==> src/rtl/writeback_stage_pkg.sv <==
// Shared opcode layout and writeback FSM encodings for the final pipeline stage.
// The optional retired-instruction counter in writeback_stage is enabled by WB_RETIRE_CNT_EN.
package writeback_stage_pkg;

  // One-hot opcode vector produced by decode and carried down the pipe
  localparam int OPCODE_WIDTH = 11;
  localparam int RTYPE        = 0;
  localparam int ITYPE        = 1;
  localparam int LOAD_WORD    = 2;
  localparam int STORE_WORD   = 3;
  localparam int BRANCH       = 4;
  localparam int JAL          = 5;
  localparam int JALR         = 6;
  localparam int LUI          = 7;
  localparam int AUIPC        = 8;
  localparam int SYSTEM       = 9;
  localparam int FENCE        = 10;

  typedef enum logic [1:0] {
    WB_RUN   = 2'd0,
    WB_STALL = 2'd1,
    WB_FLUSH = 2'd2
  } wb_state_t;

  function automatic logic is_load(input logic [OPCODE_WIDTH-1:0] opcode);
    return opcode[LOAD_WORD];
  endfunction

endpackage

==> src/rtl/writeback_stage_fwd.sv <==
// Last-commit forwarding register: captures each committed write for decode bypass.
// A flush invalidates the entry so decode never forwards from a squashed path.
module wb_forward_reg #(
  parameter int DWIDTH = 32,
  parameter int AWIDTH = 5
) (
  input  logic              clk,
  input  logic              rst,
  input  logic              wr,
  input  logic [AWIDTH-1:0] wr_addr,
  input  logic [DWIDTH-1:0] wr_data,
  input  logic              clr,
  output logic              valid,
  output logic [AWIDTH-1:0] addr,
  output logic [DWIDTH-1:0] data
);

  always_ff @(posedge clk or posedge rst) begin
    if (rst) begin
      valid <= 1'b0;
      addr  <= '0;
      data  <= '0;
    end else if (clr) begin
      valid <= 1'b0;
    end else if (wr) begin
      valid <= 1'b1;
      addr  <= wr_addr;
      data  <= wr_data;
    end
  end

endmodule

==> src/rtl/writeback_stage.sv <==
// Writeback stage: selects the commit value, pulses the register-file write and
// tracks stall/flush status. Build with WB_RETIRE_CNT_EN for a retired-instruction counter.
module writeback_stage
  import writeback_stage_pkg::*;
#(
  parameter int DWIDTH      = 32,
  parameter int AWIDTH      = 5,
  parameter int FUNCT_WIDTH = 3
) (
  input  logic                    wb_clk,
  input  logic                    wb_rst,
  input  logic                    wb_i_ce,
  input  logic                    wb_i_stall,
  input  logic                    wb_i_flush,
  input  logic [OPCODE_WIDTH-1:0] wb_i_opcode,
  input  logic [FUNCT_WIDTH-1:0]  wb_i_funct3,
  input  logic [AWIDTH-1:0]       wb_i_rd_addr,
  input  logic [DWIDTH-1:0]       wb_i_rd_data,
  input  logic [DWIDTH-1:0]       wb_i_load_data,
  input  logic                    wb_i_rd_we,
  output logic                    wb_o_rf_we,
  output logic [AWIDTH-1:0]       wb_o_rf_addr,
  output logic [DWIDTH-1:0]       wb_o_rf_data,
  output logic                    wb_o_fwd_valid,
  output logic [AWIDTH-1:0]       wb_o_fwd_addr,
  output logic [DWIDTH-1:0]       wb_o_fwd_data,
  output logic                    wb_o_stall,
  output logic                    wb_o_flush,
  output logic [FUNCT_WIDTH-1:0]  wb_o_funct3,
  output logic [31:0]             wb_o_retire_cnt
);

  wb_state_t         state;
  logic              accept;
  logic              commit_we;
  logic [DWIDTH-1:0] commit_data;
  logic              unused_opcode_bits;

  // Only the load bit steers data selection; the rest of the opcode is debug context.
  assign unused_opcode_bits = &{1'b0, wb_i_opcode};

  always_comb begin
    accept      = wb_i_ce & ~wb_i_stall & ~wb_i_flush & (state == WB_RUN);
    commit_data = is_load(wb_i_opcode) ? wb_i_load_data : wb_i_rd_data;
    commit_we   = accept & wb_i_rd_we & (wb_i_rd_addr != '0);
  end

  always_ff @(posedge wb_clk or posedge wb_rst) begin
    if (wb_rst) begin
      state        <= WB_RUN;
      wb_o_rf_we   <= 1'b0;
      wb_o_rf_addr <= '0;
      wb_o_rf_data <= '0;
      wb_o_stall   <= 1'b0;
      wb_o_flush   <= 1'b0;
      wb_o_funct3  <= '0;
    end else begin
      case (state)
        WB_RUN: begin
          if (wb_i_flush)      state <= WB_FLUSH;
          else if (wb_i_stall) state <= WB_STALL;
        end
        WB_STALL: begin
          if (wb_i_flush)       state <= WB_FLUSH;
          else if (!wb_i_stall) state <= WB_RUN;
        end
        WB_FLUSH: begin
          if (!wb_i_flush) state <= WB_RUN;
        end
        default: state <= WB_RUN;
      endcase

      wb_o_rf_we <= commit_we;
      if (commit_we) begin
        wb_o_rf_addr <= wb_i_rd_addr;
        wb_o_rf_data <= commit_data;
      end
      if (accept) wb_o_funct3 <= wb_i_funct3;

      wb_o_stall <= (wb_i_stall | (state == WB_STALL)) & ~wb_i_flush;
      wb_o_flush <= wb_i_flush;
    end
  end

  wb_forward_reg #(
    .DWIDTH (DWIDTH),
    .AWIDTH (AWIDTH)
  ) u_fwd (
    .clk     (wb_clk),
    .rst     (wb_rst),
    .wr      (commit_we),
    .wr_addr (wb_i_rd_addr),
    .wr_data (commit_data),
    .clr     (wb_i_flush),
    .valid   (wb_o_fwd_valid),
    .addr    (wb_o_fwd_addr),
    .data    (wb_o_fwd_data)
  );

`ifdef WB_RETIRE_CNT_EN
  logic [31:0] retire_cnt_q;

  // Counts every accepted instruction, including stores, branches and x0 writes; wraps freely.
  always_ff @(posedge wb_clk or posedge wb_rst) begin
    if (wb_rst)      retire_cnt_q <= '0;
    else if (accept) retire_cnt_q <= retire_cnt_q + 32'd1;
  end

  assign wb_o_retire_cnt = retire_cnt_q;
`else
  assign wb_o_retire_cnt = '0;
`endif

endmodule

==> config.mk <==
export PLATFORM = sky130hd
export DESIGN_NAME = writeback_stage
export DESIGN_NICKNAME = d
export VERILOG_FILES = /design/src/rtl/writeback_stage_pkg.sv /design/src/rtl/writeback_stage_fwd.sv /design/src/rtl/writeback_stage.sv
export SDC_FILE = /design/constraint.sdc
export NUM_CORES = 1
export LEC_CHECK = 0
export ABC_AREA = 1
export CAP_MARGIN = 5
export CORE_UTILIZATION = 25
export CTS_BUF_LIST = sky130_fd_sc_hd__clkbuf_8
export DETAILED_ROUTE_END_ITERATION = 10
export PLACE_DENSITY = 0.57
export SETUP_SLACK_MARGIN = 0.3
export SLEW_MARGIN = 0
export SYNTH_ARGS = -nofsm -noshare
export SYNTH_HDL_FRONTEND = slang
export SYNTH_HIERARCHICAL = 1
export SYNTH_SLANG_ARGS = --single-unit
==> constraint.sdc <==
create_clock -name wb_clk -period 1.5 [get_ports wb_clk]
set_input_delay 0.15 -clock wb_clk [delete_from_list [all_inputs] [get_ports wb_clk]]
set_output_delay 0.15 -clock wb_clk [all_outputs]
set_load 0.005 [all_outputs]
# Word-level counts from Yosys, hierarchy flattened
# Index checks and enable logic that the tools add are counted.
word_totals:
  register_bits: 83
  wordCells: 38
op_classes:
  eq_ne: 5
  mux: 9
  bitwise: 9
  n_reduce_logical: 5
op_table:
  columns: ["op", "n"]
  rows:
  - ["$mux W32", 1]
  - ["$mux W2", 5]
  - ["$and A1 B1 Y1", 6]
  - ["$ne A3 B3 Y1 const B", 2]
  - ["$pmux W2 S3", 1]
  - ["$reduce_bool A5 Y1", 1]
  - ["$reduce_and A3 Y1", 1]
  - ["$eq A2 B1 Y1 const B", 1]
  - ["$eq A2 B2 Y1 const B", 1]
  - ["$logic_not A2 Y1", 1]
  - ["$mux W1", 2]
  - ["$ne A2 B2 Y1 const B", 1]
  - ["$not A1 Y1", 2]
  - ["$reduce_and A2 Y1", 1]
  - ["$reduce_bool A2 Y1", 1]
  - ["$or A1 B1 Y1", 1]

# Logic depth before layout (Yosys ltp)
# Gate-level depths: netlist of the first run.
depth:
  ltp_word: 8
  depth_mapped: 12

# By module
# The synthesis of the first run kept the hierarchy.
modules_own_cells:
  columns: ["module", "instances", "cells_per_inst", "area_each_um2"]
  rows:
  - ["writeback_stage", 1, 334, 2523.7]
  - ["wb_forward_reg", 1, 166, 1550.2]

# Worst setup path after synthesis of the first run
# Ideal clock, no wire load.
synth_timing:
  kind: "register -> register"
  startpoint: "register state[1]"
  endpoint: "register u_fwd.data[12]"
  setup_ns: 0.117
  t_arrival_ns: 1.531
  t_required_ns: 1.383
  setup_slack_ns: -0.148
  stages_incl_launch_ff: 13
  path_buffers: 4
  synth_period_minus_slack_ns: 1.648
  path_cell_list: "dfrtp_1 -> nor2_2 -> nand2_2 -> nor2_4 -> nand3_1 -> buf_4 -> buf_6 -> inv_1 -> nand2_2 -> buf_6 -> buf_6 -> nand2_1 -> nand2_1"
synth_between:
  elab_chain_len: 5
synth_rtl:
  columns: ["item", "line_no", "text"]
  rows:
  - ["start: declaration", "writeback_stage.sv:33", "wb_state_t state;"]
  - ["start signal: assignment", "writeback_stage.sv:50", "state <= WB_RUN;"]
  - ["start signal: assignment", "writeback_stage.sv:60", "if (wb_i_flush) state <= WB_FLUSH;"]
  - ["start signal: assignment", "writeback_stage.sv:61", "else if (wb_i_stall) state <= WB_STALL;"]
  - ["$logic_not A2 Y1", "writeback_stage.sv:43", "accept = wb_i_ce & ~wb_i_stall & ~wb_i_flush & (state == WB_RUN);"]
  - ["$and A1 B1 Y1", "writeback_stage.sv:43", null]
  - ["$and A1 B1 Y1 (2 in a row)", "writeback_stage.sv:45", "commit_we = accept & wb_i_rd_we & (wb_i_rd_addr != '0);"]
  - ["net commit_we", "writeback_stage.sv:35", "logic commit_we;"]
  - ["$reduce_and A2 Y1 (no line)", null, null]
  - ["end signal: assignment", "writeback_stage_fwd.sv:28", "data <= wr_data;"]
  - ["end: declaration", "writeback_stage_fwd.sv:15", "output logic [DWIDTH-1:0] data"]
# The timed path passes the listed nets, and every way through them passes these cells.
# A chain may end at the register's enable or synchronous reset.

# Worst setup path in the final report of the first run
layout_timing:
  startpoint: "register state[1]"
  endpoint: "register u_fwd.addr[2]"
layout_between:
  elab_chain_len: 5
layout_rtl:
  columns: ["item", "line_no", "text"]
  rows:
  - ["$logic_not A2 Y1", "writeback_stage.sv:43", null]
  - ["$and A1 B1 Y1", "writeback_stage.sv:43", null]
  - ["$and A1 B1 Y1 (2 in a row)", "writeback_stage.sv:45", null]
  - ["net commit_we", "writeback_stage.sv:35", null]
  - ["$reduce_and A2 Y1 (no line)", null, null]
  - ["end signal: assignment", "writeback_stage_fwd.sv:27", "addr <= wr_addr;"]
  - ["end: declaration", "writeback_stage_fwd.sv:14", "output logic [AWIDTH-1:0] addr,"]
# The timed path passes the listed nets, and every way through them passes these cells.

==> flow_metrics.tcl, run 1 <==
set metrics [dict create \
    outcome "complete, no violations" \
    period_needed_ps 1420 \
    drcViolationCount 0 \
    setup_viol 0 \
    yosysWarnings 6 \
    critical_path_class "register to register" \
    worstPathMaxFanout 12 \
    antenna_cells 0 \
    dr.pass1.iters 4 \
    rr_endpoint "u_fwd/addr[2]" \
    io_buffers 159 \
    final_cell_mix "190 x nand2_1, 83 x dfrtp_1, 76 x clkdlybuf4s50_1" \
    path_clk_slew_ps 90 \
    dp_slack_ps -214 \
    wl_per_cell_um 14.6 \
    worstSetupStartpointType "register" \
    timing.final.ws_setup_ps 83.3 \
    gp_congestion 0.781 \
    yosysTopAreaCell "dfrtp_1" \
    dp_hpwl_mm 9.34 \
    final_common_cell "nand2_1" \
    power.density_nw_per_um2 1000 \
    io_pins 202 \
    p_leak_nw 3.42 \
    avgSynthCellArea_um2 8.15 \
    regArea_um2 2080 \
    vias 3982 \
    worstSetupEndpointType "register" \
    place_area_um2 5880 \
    fin_tns_setup_ps 0 \
    die_w_um 130 \
    drive_above_1_share_pct 14.3 \
    cts_htree_levels 3 \
    worstSkewPairLatency_ps 350 \
    r2r_cells 9 \
    finalHoldViolCount 0 \
    first_global_vias 3974 \
    ys_seq_area_share_pct 51.0 \
    synth_area_leaders "dfrtp_1 51%, nand2_1 18%, buf_4 6.4%" \
    hold_path.class "input pin to asynchronous set/reset pin" \
    start_util_pct 25.6 \
    slew_viol_final 0 \
    skew_ps 9.07 \
    postRouteWirelength_mm 13.5 \
    multi_input_area_um2 1530 \
    ys_ff_latch 83 \
    grt_usage_pct 16.3 \
    via_per_inst 4.30 \
    power_w 0.00652 \
    final_area_um2 6510 \
    antenna_found_initial 0 \
    core_um2 15900 \
    crit_arrival_ps 1660 \
    ant_nets 0 \
    dieArea_um2 16800 \
    r2r-start "state[1]" \
    synth_top_area_share_pct 51.0 \
    die_y_um 130 \
    core.rowCount 46 \
    fmax_ghz 0.706 \
    grt_first_pass_wirelength_mm 20.5 \
    crit_required_ps 1740 \
    rsz0062_at_grt "true" \
    max-vdd-ir-drop_v 0.000447 \
    cts_num_sinks 83 \
    n_fill_cell 1628 \
    grt_max_degree 65 \
    drv_cap 0 \
    clockRootBuffer "clkbuf_8" \
    drt_iter0_drc 167 \
    worst-r2r-setup-slack_ps 80 \
    cts_hold_buf 0 \
    final_nets 796 \
    cts_tree "done" \
    whs_ps 247 \
    area_growth_pct 59.7 \
    gr-total-overflow 0 \
    cts_buffer_depth 2 \
    synth.distinct_cells 19 \
    finalCritPeriodShare_pct 94.4 \
    cts-buffers-inserted 9 \
    synth_area_um2 4070 \
    syn_inst 500 \
]
[state kept, by name (all words and copies together), names as in the netlist]
signal,cells
u_fwd/data,32
wb_o_rf_data,32
u_fwd/addr,5
wb_o_rf_addr,5
wb_o_funct3,3
state,2
u_fwd/valid,1
wb_o_flush,1
wb_o_rf_we,1
wb_o_stall,1
[critical path: stages, from the launching register on]
cell     delay (ps)
dfrtp_1         410
nor2_2          130
nand2_2          90
nor2_4          120
nand3_4         100
inv_6           100
nand2_8          70
buf_12          160
nand2_1          60
nand2_1          60
[per-layer routing]
layer / GRT usage (%) / wire length [µm]
met1: 19.7 / 5840
met2: 28.3 / 6640
met3: 4.05 / 800
met4: 5.20 / 223
met5: 0 / 0
[timing repair]
| action | CTS | global route |
|---|---|---|
| gates cloned | 2 | 0 |
| setup endpoints to repair | 160 | 120 |
| buffers inserted | 24 | 19 |
| gates resized for setup | 119 | 41 |
| pin swaps | 4 | 1 |
[power breakdown]
part / switching, W / internal [W]
sequential: 0.000249 / 0.00267
clock: 0.000812 / 0.000849
combinational: 0.000806 / 0.00113
total: 0.00187 / 0.00465
[worst max-delay path by stage]
stage | endpoint | slack [ps] | start | depth (start not counted)
3_5_place_dp | u_fwd/addr[2] | -210 | wb_i_flush | 10
5_1_grt | u_fwd/data[4] | -10 | state[1] | 9
2_1_floorplan | u_fwd/data[12] | -130 | state[1] | 12
3_3_place_gp | u_fwd/data[22] | -130 | wb_i_flush | 10
6_report | u_fwd/addr[2] | 80 | state[1] | 9
4_1_cts | u_fwd/data[20] | 100 | state[1] | 8
[cell type report]
class | instances | share of cell area (%)
Multi-Input combinational cell | 342 | 23.5
Timing Repair Buffer | 232 | 35.0
Sequential cell | 83 | 31.9
Clock buffer | 11 | 2.33
Clock inverter | 4 | 0.769
Inverter | 39 | 2.38
Tap cell | 216 | 4.15
[Yosys cell counts]
library cell / count
nor2_1: 2
a21boi_0: 1
buf_2: 15
nor2_4: 1
buf_1: 2
nand3_1: 39
nand2_1: 190
o21ai_0: 36
buf_4: 35
buf_6: 10
nand2_2: 2
nor3_1: 1
nand4_1: 37
dfrtp_1: 83
clkbuf_1: 5
conb_1: 1
nor2_2: 1
inv_2: 1
inv_1: 38
[logic make-up (layout without fill, tap and decap cells)]
family / after synthesis / in the layout / synth area share (%)
compound gates: 37 / 37 / 4.61
buf+inv: 106 / 286 / 15.3
flops: 83 / 83 / 51.0
other cells: 1 / 32 / 0.0920
simple gates: 273 / 273 / 29.0
[metrics by stage]
step                utilization (%)  cells
finish                         41.0    927
global route                   41.0    927
CTS                            39.7    908
detailed placement             37.0    867
global placement               37.0    867
floorplan                         -    531
(Power assumes the default switching activity.)
==> run 2, diff against run 1 <==
--- a/config.mk
+++ b/config.mk
@@ -11,6 +11,7 @@
 export CTS_BUF_LIST = sky130_fd_sc_hd__clkbuf_8
 export DETAILED_ROUTE_END_ITERATION = 10
 export PLACE_DENSITY = 0.57
+export RECOVER_POWER = 25
 export SETUP_SLACK_MARGIN = 0.3
 export SLEW_MARGIN = 0
 export SYNTH_ARGS = -nofsm -noshare
==> flow_metrics.tcl, run 2 (synthesized netlist as in run 1, its figures left out) <==
set metrics [dict create \
    tightest_slew_ps 1000 \
    r2r-start "state[1]" \
    drv_cap 0 \
    period_needed_ps 1420 \
    gr-total-overflow 0 \
    first_global_vias 3974 \
    r2r_cells 9 \
    critical_path_class "input pin to register" \
    finalHoldViolCount 0 \
    die_w_um 130 \
    worst-r2r-setup-slack_ps 80 \
    max-vdd-ir-drop_v 0.000444 \
    dp.cells 867 \
    slew_viol_final 0 \
    final_area_um2 6490 \
    cts_htree_levels 3 \
    io_buffers 159 \
    final_cell_mix "190 x nand2_1, 83 x dfrtp_1, 74 x clkdlybuf4s50_1" \
    power.density_nw_per_um2 1000 \
    crit_end "u_fwd/addr[2]" \
    ant_nets 0 \
    reg_top3 "u_fwd/data x32, wb_o_rf_data x32" \
    dr.pass1.iters 6 \
    final_common_cell "nand2_1" \
    clockRootBuffer "clkbuf_8" \
    drive_above_1_share_pct 14.1 \
    regArea_um2 2080 \
    io_pins 202 \
    area_growth_pct 59.3 \
    outcome "complete, no violations" \
    wl_per_cell_um 14.6 \
    rsz0062_at_grt "true" \
    worstSkewPairLatency_ps 350 \
    worstSetupStartpoint "wb_i_flush" \
    grt_max_degree 65 \
    fin_cells 927 \
    via_per_inst 4.29 \
    cts_num_sinks 83 \
    grt_first_pass_wirelength_mm 20.5 \
    crit_arrival_ps 1670 \
    hold_path.class "input pin to register" \
    setup_viol 0 \
    antenna_found_initial 0 \
    fmax_ghz 0.702 \
    cts_buffer_depth 2 \
    cts_tree "done" \
    worstPathMaxFanout 12 \
    crit_required_ps 1740 \
    multi_input_area_um2 1530 \
    final_nets 796 \
    p_leak_nw 3.41 \
    n_fill_cell 1632 \
    core.rowCount 46 \
    skew_ps 7.41 \
    drcViolationCount 0 \
    place_area_um2 5880 \
    die_y_um 130 \
    finalCritPeriodShare_pct 94.9 \
    whs_ps 322 \
    rr_endpoint "u_fwd/addr[2]" \
    worstSetupEndpointType "register" \
    drt_iter0_drc 173 \
    antenna_cells 0 \
    gp_congestion 0.781 \
    power_w 0.00650 \
    grt_usage_pct 16.3 \
    fin_tns_setup_ps 0 \
    core_um2 15900 \
    vias 3978 \
    worstSetupStartpointType "input pin" \
    cts-buffers-inserted 9 \
    postRouteWirelength_mm 13.5 \
    max_slew_margin_pct 33.2 \
    path_clk_slew_ps 80 \
    start_util_pct 25.6 \
    dp_hpwl_mm 9.34 \
    dieArea_um2 16800 \
]
==> run 2: layer usage <==
metal	vias to the layer above	part of all wire, %	track usage, %
met5	-	0	0
met4	0	1.6	5.20
met3	19	6.1	4.05
met2	150	49	28.3
met1	1866	43	19.7
li1	1943	-	-
==> run 2: worst min-delay path by stage <==
stage,from,to,slack [ps],cells after the start
floorplan,wb_rst,state[0],160,1
global placement,wb_o_rf_data[31],wb_o_rf_data[31],450,2
detailed placement,wb_o_rf_data[21],wb_o_rf_data[21],460,2
CTS,wb_rst,u_fwd/addr[1],230,3
global route,wb_i_rd_we,wb_o_rf_we,310,4
finish,wb_i_rd_we,wb_o_rf_we,320,4
==> run 2: power breakdown <==
| part | switching (W) | total [W] | internal (W) |
|---|---|---|---|
| logic | 0.000807 | 0.00193 | 0.00113 |
| clock network | 0.000806 | 0.00165 | 0.000848 |
| registers | 0.000248 | 0.00292 | 0.00267 |
| total | 0.00186 | 0.00650 | 0.00464 |
==> run 2: timing repair <==
| item | 4_1_cts | 5_1_grt |
|---|---|---|
| endpoints found under the setup margin | 160 | 120 |
| cloned | 2 | 0 |
| gates resized for setup | 119 | 41 |
| pin swaps | 4 | 1 |
| hold buffers | 0 | 0 |
| setup buffers | 24 | 19 |
==> run 2: layout make-up <==
| class | instances | area share [%] |
|---|---|---|
| clock buffer | 11 | 2.33 |
| clock inverter | 4 | 0.771 |
| inverter | 39 | 2.39 |
| multi-input combinational | 342 | 23.6 |
| sequential | 83 | 32.0 |
| tap | 216 | 4.16 |
| timing repair buffer | 232 | 34.8 |
==> run 2: through the flow <==
step	util (%)	setup slack, ps
after floorplan	-	-130
after global placement	37.0	-132
after detailed placement	37.0	-214
after CTS	39.7	96.9
after global routing	40.9	-9.41
final	40.9	75.9
==> run 2: worst max-delay path, cell delays in order <==
cell and delay, ps:
dlygate4sd3_1 580, nor2_2 160, nand2_2 90, nor2_4 120, nand3_4 100, inv_6 100
nand2_8 70, buf_12 160, nand2_1 60, nand2_1 60
==> run 3, diff against run 2 <==
--- a/config.mk
+++ b/config.mk
@@ -7,10 +7,10 @@
 export LEC_CHECK = 0
 export ABC_AREA = 1
 export CAP_MARGIN = 5
-export CORE_UTILIZATION = 25
+export CORE_UTILIZATION = 38
 export CTS_BUF_LIST = sky130_fd_sc_hd__clkbuf_8
 export DETAILED_ROUTE_END_ITERATION = 10
-export PLACE_DENSITY = 0.57
+export PLACE_DENSITY = 0.8
 export RECOVER_POWER = 25
 export SETUP_SLACK_MARGIN = 0.3
 export SLEW_MARGIN = 0
==> constraint.sdc (replaced) <==
create_clock -name wb_clk -period 1.5 [get_ports wb_clk]
set_input_delay 0.15 -clock wb_clk [delete_from_list [all_inputs] [get_ports wb_clk]]
set_output_delay 0.15 -clock wb_clk [all_outputs]
set_load 0.02 [all_outputs]
==> flow_metrics.tcl, run 3 (synthesized netlist as in run 1, its figures left out) <==
set metrics [dict create \
    worstSkewPairLatency_ps 340 \
    postRouteWirelength_mm 13.0 \
    outcome "complete, no violations" \
    wl_per_cell_um 15.8 \
    timing.final.ws_setup_ps 26.1 \
    power.density_nw_per_um2 1110 \
    whs_ps 271 \
    grt_first_pass_wirelength_mm 20.4 \
    die_y_um 106 \
    drcViolationCount 0 \
    tightest_slew_ps 1130 \
    cts-buffers-inserted 9 \
    worstSetupEndpointType "register" \
    max_slew_margin_pct 24.8 \
    cts_num_sinks 83 \
    cts_buffer_depth 2 \
    period_needed_ps 1470 \
    dr.pass1.iters 5 \
    vias 4000 \
    antenna_cells 0 \
    path_clk_slew_ps 90 \
    drv_cap 0 \
    finalCritPeriodShare_pct 98.3 \
    max-vdd-ir-drop_v 0.000546 \
    dp_hpwl_mm 8.46 \
    crit_arrival_ps 1700 \
    grt_max_degree 65 \
    core_um2 10400 \
    final_nets 768 \
    die_w_um 106 \
    skew_ps 12.6 \
    finalHoldViolCount 0 \
    io_buffers 159 \
    cts_htree_levels 3 \
    slowest_delay_ps 400 \
    fin_tns_setup_ps 0 \
    slew_viol_final 0 \
    cp.depth 9 \
    ant_nets 0 \
    final_util_pct 59.9 \
    path_cells "nor2_2 -> nand2_2 -> nor2_4 -> nand3_4 -> inv_6 -> nand2_4 -> buf_12 -> nand2_4 -> nand2_2" \
    fmax_ghz 0.678 \
    clockRootBuffer "clkbuf_8" \
    cpMaxStageDelayCell "dfrtp_1" \
    cts_tree "done" \
    worst-r2r-setup-slack_ps 30 \
    power_w 0.00690 \
    start_util_pct 39.3 \
    via_per_inst 4.88 \
    gr-total-overflow 0 \
    hold_path.class "input pin to asynchronous set/reset pin" \
    rr_endpoint "u_fwd/data[19]" \
    critical_path_class "register to register" \
    drt_iter0_drc 250 \
    worstPathMaxFanout 19 \
    antenna_found_initial 0 \
    r2r_cells 9 \
    dp_slack_ps -172 \
    cp.buffers_inverters 2 \
    io_pins 202 \
    worstSetupStartpointType "register" \
    rsz0062_at_grt "true" \
    gp_congestion 0.809 \
    n_fill_cell 951 \
    p_leak_nw 3.24 \
    r2r-start "state[1]" \
    dieArea_um2 11100 \
    core.rowCount 37 \
    final_common_cell "nand2_1" \
    first_global_vias 4139 \
    grt_usage_pct 23.2 \
    final_cell_mix "134 x nand2_1, 83 x dfrtp_1, 77 x clkdlybuf4s50_1" \
    reg_top3 "u_fwd/data x32, wb_o_rf_data x32" \
    drive_above_1_share_pct 28.7 \
    setup_viol 0 \
    crit_required_ps 1730 \
    critPathTopFamily "simple AND/OR/NAND/NOR gates" \
    area_growth_pct 52.5 \
]
[run 3: power breakdown]
| group | internal (W) | switching, W | total [W] | leakage, nW |
|---|---|---|---|---|
| combinational | 0.000925 | 0.00135 | 0.00228 | 2.06 |
| sequential | 0.00267 | 0.000351 | 0.00302 | 1.08 |
| clock | 0.000802 | 0.000803 | 0.00160 | 0.103 |
| total | 0.00440 | 0.00251 | 0.00690 | 3.24 |
[run 3: area by class of cell]
type / instances / area (µm²) / share of cell area [%]
Clock buffer: 10 / 138 / 2.21
Inverter: 39 / 155 / 2.50
Sequential cell: 83 / 2080 / 33.4
Tap cell: 136 / 170 / 2.74
Timing Repair Buffer: 204 / 1850 / 29.8
Multi-Input combinational cell: 342 / 1770 / 28.4
Clock inverter: 6 / 56.3 / 0.906
[run 3: worst min-delay path: cells and delay by family]
kind                   cells  cell delay, ps
buffers and inverters      3             870
[run 3: how the worst max path moves through the flow]
stage               start               end  slack, ps
6_report         state[1]    u_fwd/data[19]         30
5_1_grt          state[1]  wb_o_rf_data[23]        -50
4_1_cts          state[1]     u_fwd/data[3]         80
3_5_place_dp   wb_i_flush   wb_o_rf_data[9]       -170
3_3_place_gp   wb_i_flush    u_fwd/data[24]       -120
2_1_floorplan    state[1]    u_fwd/data[12]       -130
[run 3: repair_timing]
item | in CTS | in global routing
setup endpoints to repair | 159 | 132
gates resized for setup | 204 | 137
hold buffers | 0 | 0
setup buffers | 8 | 3
gates cloned | 3 | 3
pin swaps | 2 | 20
[run 3: through the flow]
stage / cells / instance area, µm²
finish: 820 / 6210
CTS: 814 / 6180
detailed placement: 787 / 5750
global placement: 787 / 5750
global route: 820 / 6210
floorplan: 531 / 4210
[run 3: layer usage]
layer | wire length [µm] | vias up | global-route usage [%]
li1 | - | 1887 | -
met1 | 5210 | 1925 | 27.7
met2 | 6700 | 168 | 41.4
met3 | 821 | 20 | 5.01
met4 | 222 | 0 | 7.64
met5 | 0 | - | 0
